### config.mk
export PLATFORM = sky130hd
export DESIGN_NAME = preamble_frame_gate_flat
export DESIGN_NICKNAME = d
export VERILOG_FILES = /design/src/rtl/preamble_frame_gate_if.sv /design/src/rtl/preamble_frame_gate.sv /design/src/flat_wrapper.sv
export SDC_FILE = /design/constraint.sdc
export NUM_CORES = 1
export LEC_CHECK = 0
export ABC_AREA = 1
export BUFFER_PORTS_ARGS = -buffer_cell sky130_fd_sc_hd__buf_2
export CORE_AREA = 5 5 134 136
export CTS_BUF_LIST = sky130_fd_sc_hd__clkbuf_4
export CTS_CLUSTER_SIZE = 16
export DETAILED_ROUTE_END_ITERATION = 8
export DIE_AREA = 0 0 139 141
export GPL_TIMING_DRIVEN = 0
export PLACE_DENSITY = 0.8
export SLEW_MARGIN = 20
export SYNTH_ARGS = -nofsm -noshare
export SYNTH_HDL_FRONTEND = slang
export SYNTH_SLANG_ARGS = --single-unit
### constraint.sdc
create_clock -name clk -period 4.5 [get_ports clk]
set_input_delay 0.675 -clock clk [delete_from_list [all_inputs] [get_ports clk]]
set_output_delay 0.675 -clock clk [all_outputs]
set_load 0.02 [all_outputs]
### src/rtl/preamble_frame_gate_if.sv
// Stream, configuration and status bundle between the preamble detector side and preamble_frame_gate.
interface preamble_frame_gate_if #(
  parameter int unsigned WIDTH     = 32,
  parameter int unsigned LEN_WIDTH = 16,
  parameter int unsigned CNT_WIDTH = 48
);
  logic                 enable;
  logic [LEN_WIDTH-1:0] frame_len;
  logic [LEN_WIDTH-1:0] holdoff_len;
  logic [WIDTH-1:0]     i_tdata;
  logic                 i_tlast;
  logic                 i_tvalid;
  logic                 i_tready;
  logic [WIDTH-1:0]     o_tdata;
  logic                 o_tlast;
  logic                 o_tvalid;
  logic                 o_tready;
  logic [CNT_WIDTH-1:0] frame_count;
  logic [CNT_WIDTH-1:0] drop_count;

  modport master (
    output enable, frame_len, holdoff_len, i_tdata, i_tlast, i_tvalid, o_tready,
    input  i_tready, o_tdata, o_tlast, o_tvalid, frame_count, drop_count
  );

  modport slave (
    input  enable, frame_len, holdoff_len, i_tdata, i_tlast, i_tvalid, o_tready,
    output i_tready, o_tdata, o_tlast, o_tvalid, frame_count, drop_count
  );
endinterface

### src/rtl/preamble_frame_gate.sv
// Gates the detector stream into one frame per accepted preamble mark, followed by a holdoff.
// Optional macro PREAMBLE_FRAME_GATE_RETRIGGER_EN: a mark during holdoff restarts capture.
module preamble_frame_gate #(
  parameter int unsigned WIDTH     = 32,
  parameter int unsigned LEN_WIDTH = 16,
  parameter int unsigned CNT_WIDTH = 48
) (
  input logic                clk,
  input logic                reset,
  preamble_frame_gate_if.slave bus
);

  typedef enum logic [1:0] {S_IDLE, S_CAPTURE, S_HOLDOFF} state_t;

  state_t               state_q, state_d;
  logic [LEN_WIDTH-1:0] remaining_q, remaining_d;
  logic [LEN_WIDTH-1:0] hcnt_q, hcnt_d;
  logic                 first_q, first_d;
  logic [CNT_WIDTH-1:0] frame_count_q, frame_count_d;
  logic [CNT_WIDTH-1:0] drop_count_q, drop_count_d;

  logic                 arm_c;
  logic [LEN_WIDTH-1:0] len_c;
  logic                 i_tready_c, o_tvalid_c, o_tlast_c;
  logic [WIDTH-1:0]     o_tdata_c;

  assign arm_c     = bus.i_tvalid & bus.i_tlast & bus.enable;
  assign len_c     = (bus.frame_len == '0) ? LEN_WIDTH'(1) : bus.frame_len;
  assign o_tdata_c = bus.i_tdata;

  // Next-state, counters and stream handshake
  always_comb begin
    state_d       = state_q;
    remaining_d   = remaining_q;
    hcnt_d        = hcnt_q;
    first_d       = first_q;
    frame_count_d = frame_count_q;
    drop_count_d  = drop_count_q;
    i_tready_c    = 1'b1;
    o_tvalid_c    = 1'b0;
    o_tlast_c     = 1'b0;

    case (state_q)
      S_IDLE: begin
        // Hold the mark beat so it becomes the first forwarded sample
        if (arm_c) begin
          i_tready_c  = 1'b0;
          state_d     = S_CAPTURE;
          remaining_d = len_c;
          first_d     = 1'b1;
        end
      end

      S_CAPTURE: begin
        o_tvalid_c = bus.i_tvalid;
        i_tready_c = bus.o_tready;
        o_tlast_c  = (remaining_q == LEN_WIDTH'(1));
        if (bus.i_tvalid && bus.o_tready) begin
          first_d     = 1'b0;
          remaining_d = remaining_q - LEN_WIDTH'(1);
          if (bus.i_tlast && !first_q) begin
            drop_count_d = drop_count_q + CNT_WIDTH'(1);
          end
          if (o_tlast_c) begin
            frame_count_d = frame_count_q + CNT_WIDTH'(1);
            if (bus.holdoff_len != '0) begin
              state_d = S_HOLDOFF;
              hcnt_d  = bus.holdoff_len;
            end else begin
              state_d = S_IDLE;
            end
          end
        end
      end

      S_HOLDOFF: begin
`ifdef PREAMBLE_FRAME_GATE_RETRIGGER_EN
        if (arm_c) begin
          i_tready_c  = 1'b0;
          state_d     = S_CAPTURE;
          remaining_d = len_c;
          first_d     = 1'b1;
        end else
`endif
        if (bus.i_tvalid) begin
          hcnt_d = hcnt_q - LEN_WIDTH'(1);
          if (bus.i_tlast) begin
            drop_count_d = drop_count_q + CNT_WIDTH'(1);
          end
          if (hcnt_q == LEN_WIDTH'(1)) begin
            state_d = S_IDLE;
          end
        end
      end

      default: state_d = S_IDLE;
    endcase
  end

  always_ff @(posedge clk or posedge reset) begin
    if (reset) begin
      state_q       <= S_IDLE;
      remaining_q   <= '0;
      hcnt_q        <= '0;
      first_q       <= 1'b0;
      frame_count_q <= '0;
      drop_count_q  <= '0;
    end else begin
      state_q       <= state_d;
      remaining_q   <= remaining_d;
      hcnt_q        <= hcnt_d;
      first_q       <= first_d;
      frame_count_q <= frame_count_d;
      drop_count_q  <= drop_count_d;
    end
  end

  assign bus.i_tready    = i_tready_c;
  assign bus.o_tvalid    = o_tvalid_c;
  assign bus.o_tlast     = o_tlast_c;
  assign bus.o_tdata     = o_tdata_c;
  assign bus.frame_count = frame_count_q;
  assign bus.drop_count  = drop_count_q;

endmodule

### src/flat_wrapper.sv
// flat-port wrapper written by rule: the top's interface ports become plain ports
module preamble_frame_gate_flat 
#(
  parameter int unsigned WIDTH     = 32,
  parameter int unsigned LEN_WIDTH = 16,
  parameter int unsigned CNT_WIDTH = 48
)
  (clk, reset, bus_enable, bus_frame_len, bus_holdoff_len, bus_i_tdata, bus_i_tlast, bus_i_tvalid, bus_o_tready, bus_i_tready, bus_o_tdata, bus_o_tlast, bus_o_tvalid, bus_frame_count, bus_drop_count);
  preamble_frame_gate_if #(.WIDTH(WIDTH), .LEN_WIDTH(LEN_WIDTH), .CNT_WIDTH(CNT_WIDTH)) bus_i ();
  input logic clk;
  input logic reset;
  input wire logic [$bits(bus_i.enable)-1:0] bus_enable;
  input wire logic [$bits(bus_i.frame_len)-1:0] bus_frame_len;
  input wire logic [$bits(bus_i.holdoff_len)-1:0] bus_holdoff_len;
  input wire logic [$bits(bus_i.i_tdata)-1:0] bus_i_tdata;
  input wire logic [$bits(bus_i.i_tlast)-1:0] bus_i_tlast;
  input wire logic [$bits(bus_i.i_tvalid)-1:0] bus_i_tvalid;
  input wire logic [$bits(bus_i.o_tready)-1:0] bus_o_tready;
  output wire logic [$bits(bus_i.i_tready)-1:0] bus_i_tready;
  output wire logic [$bits(bus_i.o_tdata)-1:0] bus_o_tdata;
  output wire logic [$bits(bus_i.o_tlast)-1:0] bus_o_tlast;
  output wire logic [$bits(bus_i.o_tvalid)-1:0] bus_o_tvalid;
  output wire logic [$bits(bus_i.frame_count)-1:0] bus_frame_count;
  output wire logic [$bits(bus_i.drop_count)-1:0] bus_drop_count;
  assign bus_i.enable = bus_enable;
  assign bus_i.frame_len = bus_frame_len;
  assign bus_i.holdoff_len = bus_holdoff_len;
  assign bus_i.i_tdata = bus_i_tdata;
  assign bus_i.i_tlast = bus_i_tlast;
  assign bus_i.i_tvalid = bus_i_tvalid;
  assign bus_i.o_tready = bus_o_tready;
  assign bus_i_tready = bus_i.i_tready;
  assign bus_o_tdata = bus_i.o_tdata;
  assign bus_o_tlast = bus_i.o_tlast;
  assign bus_o_tvalid = bus_i.o_tvalid;
  assign bus_frame_count = bus_i.frame_count;
  assign bus_drop_count = bus_i.drop_count;
  preamble_frame_gate #(.WIDTH(WIDTH), .LEN_WIDTH(LEN_WIDTH), .CNT_WIDTH(CNT_WIDTH)) u_core (.clk(clk), .reset(reset), .bus(bus_i));
endmodule
==> summary.txt, run 1 <==
Outcome
  • Status: finished, final reports clean

Logic synthesis
  • Synth warn: 0
  • Top-area cell type share of the netlist area: 0.366
  • Avg Synthesized Cell Area: between 6 and 7 um^2
  • Ys async rst share: 1.00
  • Library cells used by synthesis: 30
  • Post-synthesis sequential area ratio: 0.366
  • Post-Syn Nets: between 1000 and 1500
  • Largest cells by area after synthesis: dfrtp_1 (37%), nand2_1 (22%), nor2_1 (10%)
  • Yosys reg bits: between 100 and 150
  • Post-synth EDFFs: 0
  • Cell area after synthesis: about 9000 um^2
  • Gate Count Post-Synth: roughly 1400
  • Synth area leader: dfrtp_1
  • Synth Flop Type: dfrtp_1

Timing
  • Skew final: approximately 0.021 ns
  • Final min period: 2.96 ns
  • Final setup vio count: 0
  • Max-slew violations: 0
  • Max-slew headroom: 0.613
  • Fin. Hold Viols: 0
  • Peak Freq: roughly 340 MHz
  • Unrepaired setup endpoints after global routing: no
  • Fin crit share: 0.659
  • Measured slew at the worst slew-check pin: between 0.5 and 0.6 ns
  • Setup TNS: 0 ns

Placement
  • Gpl congestion: about 1
  • Port Buffers: 168
  • Inst Count DP: roughly 1800
  • DP HPWL: roughly 20000 um

Routing
  • Total number of vias: approximately 9500
  • DRC: 0
  • Post-Route WL: roughly 25000 um
  • WL per Instance: about 14 um
  • Via density: 5.15
  • Antenna Nets Post-Route: 0
  • 1st-iter DRT viols: approximately 720
  • First-pass DRT Iterations: 5

Layout
  • Layout area overhead: 16.7%
  • Layout Cells excl Fill: 1837
  • Share of cells above drive strength 1: 0.161
  • Total Nets Final: 1675
  • ANT cells: 0

Critical path
  • WP data required: about 3.8 ns
  • Critical path buffer and inverter count: 5
  • Worst Setup End Kind: output port
  • Worst reg-to-reg setup slack: about 2.4 ns
  • Crit path kind: flip-flop to output port
  • Worst path cell trace: inv_2 > nor2_4 > inv_2 > buf_2 > clkbuf_1 > o21a_1 > buf_2
  • Slowest stage cell, crit path: dfrtp_1
  • Crit path max fanout: 10
  • Crit path DAT: 2.29 ns
  • Type of origin of the critical path: flip-flop
  • Critical Path Max Stage Delay: 0.46 ns
  • Top delay family on crit path: buffers and inverters

CTS
  • CTS tree: built
  • PostCTS Resize Cnt: 0
  • CTS max path bufs: 2
  • Clk slew on worst S/H paths: 0.11 ns
  • Worst skew pair latency: ~0.56 ns
  • Cts hold-fix bufs: 0
  • Root Buffer: clkbuf_4
  • Clock H-tree levels: 4
  • CTS Sinks: about 130
  • Cts bufs inserted: 17
  • Post-CTS Repair Setup Buffers: 0

Power
  • P_leak: 5.22 nW
  • Power Density: 356 nW/um^2
  • Tot Pwr: around 3.7 mW
  • Peak VDD IR: 0.214 mV

GRT
  • M1 GR Usage: 0.340
  • Vias in the first global route: 8558
  • Met2 usage: 0.431
  • Met3 GRT Util: 0.0465
  • Initial antenna violation count: 0
  • First-pass GRT wire length: 41500 um
  • Pin count of the biggest net entering global routing: 76
  • Most Used Layer, Global Route: met2
  • Overall Global Routing Usage: 0.257
  • Gr ovfl total: 0

Job
  • Max Cap Viol: 0

Worst hold path
  • Worst Hold Class: input port to asynchronous set/reset pin

Floorplanning
  • Die area: 19600 um^2
  • Top Ports: between 200 and 250
  • Core area: approximately 17000 um^2
  • Die H: between 100 and 150 um
  • Die X: roughly 140 um
  • Cell row count: 48
  • Initial Util: 0.533
==> Yosys cell counts, types with 2 or more instances <==
master and n:
a21o_1 2, a21oi_1 22, buf_2 8, buf_4 34, buf_6 2, clkbuf_1 6
dfrtp_1 131, ha_1 6, inv_1 154, inv_2 5, nand2_1 530, nand3_1 88
nand3b_1 5, nand4_1 39, nor2_1 247, nor2_2 4, nor2_4 5, nor3_1 10
o21ai_0 48, o21ai_1 5, xnor2_1 14, xor2_1 38
==> area by class of cell <==
class / instances / area [um^2]
tap: 225 / 282
inverter: 159 / 604
sequential: 131 / 3280
timing repair buffer: 169 / 868
clock buffer: 17 / 128
fill: 1634 / 6350
clock inverter: 15 / 213
buffer: 50 / 340
multi-input combinational: 1071 / 4750
==> per-layer routing <==
metal | share of wire | up-vias | wire, um
li1 | - | 4724 | -
met1 | 0.42 | 4308 | 10700
met2 | 0.48 | 377 | 12100
met3 | 0.077 | 55 | 1960
met4 | 0.025 | 0 | 633
met5 | 0 | - | 0
==> logic make-up after synthesis <==
family / after synthesis / synth area share
AOI/OAI and AO/OA: 80 / 0.0461
xor gates and xnor gates: 52 / 0.0508
and+or+nand+nor: 933 / 0.425
DFF: 131 / 0.366
buffers and inverters: 209 / 0.105
adders and majority gates: 6 / 0.00837
==> placed cells by master (no fill, tap or decap), drive strengths merged, types with 2 or more instances in the layout <==
master / netlist / final
a21o: 2 / 2
ha: 6 / 6
nand4: 39 / 39
xor2: 38 / 38
clkinv: 0 / 6
nand3b: 5 / 5
a21oi: 22 / 22
xnor2: 14 / 14
buf: 44 / 213
nand2: 530 / 530
bufinv: 0 / 5
dfrtp: 131 / 131
o21ai: 53 / 53
nor3: 10 / 10
nor2: 256 / 256
clkinvlp: 0 / 3
inv: 159 / 160
clkbuf: 6 / 23
nand3: 89 / 89
==> worst reg2reg max path, stage by stage, from the launching register on <==
cell	delay, ns
dfrtp_1	0.53
nand2_1	0.11
nor2_1	0.27
nand2_1	0.16
inv_1	0.22
nand3_1	0.16
nor2_4	0.27
nand3_1	0.12
nand2_1	0.09
nand2_1	0.05
==> registers in the layout, summed over array words and instances (netlist names) <==
signal                  cells
u_core.first_q              1
u_core.bus.drop_count      48
u_core.remaining_q         16
u_core.hcnt_q              16
u_core.bus.frame_count     48
u_core.state_q              2
==> through the flow <==
step                      utilization  setup slack [ns]  hold slack, ns  instance area (um^2)
after floorplan                     -             0.327           0.471                  8960
after global placement          0.600             -1.32           0.479                 10100
after detailed placement        0.602              2.14           0.504                 10100
after CTS                       0.622              1.50           0.114                 10500
after global routing            0.622              1.41           0.126                 10500
final                           0.622              1.54           0.124                 10500
==> power by group <==
part	switching [mW]	leakage, nW	internal [mW]
combinational	0.797	3.35	0.403
clock	0.473	0.173	0.491
sequential	0.196	1.69	1.36
total	1.47	5.22	2.25
==> path summary, 6_finish.rpt <==
| check | from | endpoint | cells past startpoint |
|---|---|---|---|
| worst max-delay path | u_core.state_q[0] | bus_i_tready | 7 |
| worst min-delay path | reset | u_core.remaining_q[3] | 2 |
| worst max register to register | u_core.bus.frame_count[2] | u_core.bus.frame_count[21] | 9 |
| worst min register to register | u_core.bus.drop_count[6] | u_core.bus.drop_count[6] | 1 |
| max in group asynchronous | reset | u_core.bus.drop_count[22] | 3 |
| min in group clk | bus_holdoff_len[13] | u_core.hcnt_q[13] | 5 |
Note: power is estimated with default switching activity, not from simulation.
==> run 2, diff against run 1 <==
CORE_AREA = 5 5 139 141   (was 5 5 134 136)
DIE_AREA = 0 0 144 146   (was 0 0 139 141)
PLACE_DENSITY = 0.78   (was 0.8)
clock period = 2.7 ns   (was 4.5 ns; I/O delays follow)
==> run 2 against run 1 <==
  * Sequential share of layout area grew 0.16 points
  * Clock power grew 20%
  * Largest power group unchanged
  * Sequential power grew 67%
  * First-iteration DRC count shrank 10%
  * Non-clock buffer count grew 3
  * Count of clock-buffer cells in the layout grew 3
  * Routed wire length grew 1.5%
  * Design area shrank 0.51%
  * Setup slack lost 1.3 ns
  * Sequential cell count is the same
  * Critical path depth shrank 1
  * Combinational power grew 68%
==> summary.txt, run 2 (synthesis gave the netlist of run 1 again) <==
Power
  • Psw: 2.37 mW (+61%)
  • Power Density: 554 nW/um^2 (+56%)
  • Switching Share: 0.410 (+0.0161)
  • P_leak: 5.20 nW (-0.36%)
  • Comb power frac: 0.349 (+0.026)
  • Pint: 3.40 mW (+51%)
  • Clock power frac: 0.200 (-0.059)
  • Sequential Power Share: 0.451 (+0.033)
  • Peak VDD IR: 0.357 mV (+66%)
  • Tot Pwr: 5.77 mW (+55%)

Placement
  • Gpl congestion: 0.982 (+1.1%)
  • Port Buffers: 168 (unchanged)
  • Inst Count DP: 1812 (+0.39%)
  • DP HPWL: 20800 um (+4.0%)

Layout
  • Share of cells above drive strength 1: 0.160 (-0.00134)
  • Layout area overhead: 16.1%
  • Layout Cells excl Fill: 1842 (+0.27%)
  • Fin util: 0.583 (-0.0388)
  • Total Nets Final: 1678 (+0.18%)
  • ANT cells: 0 (unchanged)
  • # fillers: 1772 (+8.4%)
  • Most frequent cells in the layout: nand2_1 (530), nor2_1 (247), buf_2 (176)
  • Most common cell after layout, fill and taps aside: nand2_1

Floorplanning
  • Die X: 144 um (+3.6%)
  • Die area: 21000 um^2 (+7.3%)
  • Cell row count: 49 (+2.1%)
  • Die H: 146 um (+3.5%)
  • Core area: 17800 um^2 (+6.1%)
  • Initial Util: 0.502 (-0.0306)
  • Top Ports: 201 (unchanged)

Timing
  • Fin crit share: 0.899
  • Final setup vio count: 0 (unchanged)
  • Setup TNS: 0 ns (unchanged)
  • Final min period: roughly 2.4 ns
  • Max-slew violations: 0 (unchanged)
  • Fin. Hold Viols: 0 (unchanged)
  • Measured slew at the worst slew-check pin: 0.547 ns (-0.0317 ns)
  • Peak Freq: just over 400 MHz
  • Unrepaired setup endpoints after global routing: no
  • Skew final: 0.0145 ns (-0.00650 ns)
  • Max-slew headroom: 0.634 (+0.0212)

Worst hold path
  • Worst Hold Class: input port to flip-flop

GRT
  • Initial antenna violation count: 0 (unchanged)
  • Overall Global Routing Usage: 0.246 (-0.0105)
  • Gr ovfl total: 0 (unchanged)
  • Vias in the first global route: 8779 (+2.6%)
  • First-pass GRT wire length: 42300 um (+1.9%)
  • Pin count of the biggest net entering global routing: 35 (-54%)

Routing
  • WL per Instance: 14.0 um (+1.3%)
  • 1st-iter DRT viols: 646 (-10%)
  • Post-Route WL: 25800 um (+1.5%)
  • Total number of vias: 9436 (-0.30%)
  • First-pass DRT Iterations: 5 (unchanged)
  • Via density: 5.12 (-0.57%)
  • DRC: 0 (unchanged)
  • Antenna Nets Post-Route: 0 (unchanged)

Critical path
  • Crit path max fanout: 19 (+9)
  • Type of origin of the critical path: flip-flop
  • Crit path kind: flip-flop to output port
  • WP data required: 2.30 ns (-1.53 ns)
  • Crit path DAT: 2.02 ns (-0.27 ns)
  • Worst reg-to-reg setup slack: 0.62 ns (-1.81 ns)
  • Worst Setup End Kind: output port

Outcome
  • Status: finished, final reports clean

CTS
  • Clock H-tree levels: 4 (unchanged)
  • Cts bufs inserted: 17 (unchanged)
  • CTS Sinks: 131 (unchanged)
  • PostCTS Resize Cnt: 0 (unchanged)
  • Clk slew on worst S/H paths: 0.11 ns (about the same)
  • CTS tree: built
  • Root Buffer: clkbuf_4
  • CTS max path bufs: 2 (unchanged)
  • Worst skew pair latency: 0.55 ns (about the same)

Job
  • Max Cap Viol: 0 (unchanged)
run 2: cell count changes in the layout (fill, tap and decap cells not counted), sizes merged:
cell,delta
buf,+3
bufinv,-4
clkbuf,+2
clkinv,+3
clkinvlp,-2
dlygate4sd3,+1
inv,-2
run 2: area by class of cell:
cell class,instances,area (um^2),share of cell area
inverters,159,601,0.0577
plain buffers,49,337,0.0323
multi-input cells,1071,4750,0.456
clock inverters,10,68.8,0.00661
flip-flops and latches,131,3280,0.315
clock buffers,20,150,0.0144
well taps,229,287,0.0275
repair buffers,173,938,0.0902
run 2: timing repair:
item | in CTS | in global routing
buffers inserted | 0 | 0
hold endpoints to repair | 19 | 0
hold buffers | 1 | 0
setup endpoints to repair | 1 | 0
run 2: power by group through the flow:
stage / combinational (mW) / clock, mW / sequential, mW
after floorplan: 1.45 / 0 / 2.61
after global placement: 1.93 / 0 / 2.61
after detailed placement: 2.01 / 0 / 2.62
after CTS: 2.01 / 1.20 / 2.59
after global routing: 2.31 / 1.29 / 2.64
final: 2.01 / 1.16 / 2.60
run 2: worst paths after layout:
path                                                start                          to  depth (start not counted)
worst max-delay path                    u_core.state_q[0]                bus_i_tready                          6
worst min-delay path                   bus_holdoff_len[9]            u_core.hcnt_q[9]                          5
worst max register to register  u_core.bus.frame_count[2]  u_core.bus.frame_count[33]                          9
worst min register to register  u_core.bus.drop_count[17]   u_core.bus.drop_count[17]                          1
max in group asynchronous                           reset  u_core.bus.frame_count[27]                          5
min in group asynchronous                           reset      u_core.remaining_q[13]                          3
run 2: metrics by stage:
step	setup WS [ns]	cell area, um^2	hold slack (ns)
2_1_floorplan	0.672	8970	0.471
5_1_grt	0.122	10400	0.146
6_report	0.273	10400	0.172
3_3_place_gp	-0.232	10100	0.480
3_5_place_dp	0.618	10200	0.483
4_1_cts	0.235	10400	0.135
run 2: per-layer routing:
| layer | vias up | global-route usage | wire length, um |
|---|---|---|---|
| met5 | - | 0 | 0 |
| met4 | 0 | 0.0706 | 499 |
| li1 | 4741 | - | - |
| met3 | 48 | 0.0411 | 1640 |
| met2 | 330 | 0.414 | 12500 |
| met1 | 4317 | 0.325 | 11100 |
run 2: critical path: stages, from the launching register on:
cell and delay [ns]:
dfrtp_1 0.44, inv_2 0.07, nor2_4 0.25, inv_2 0.10
buf_2 0.25, o21a_1 0.21, buf_2 0.15
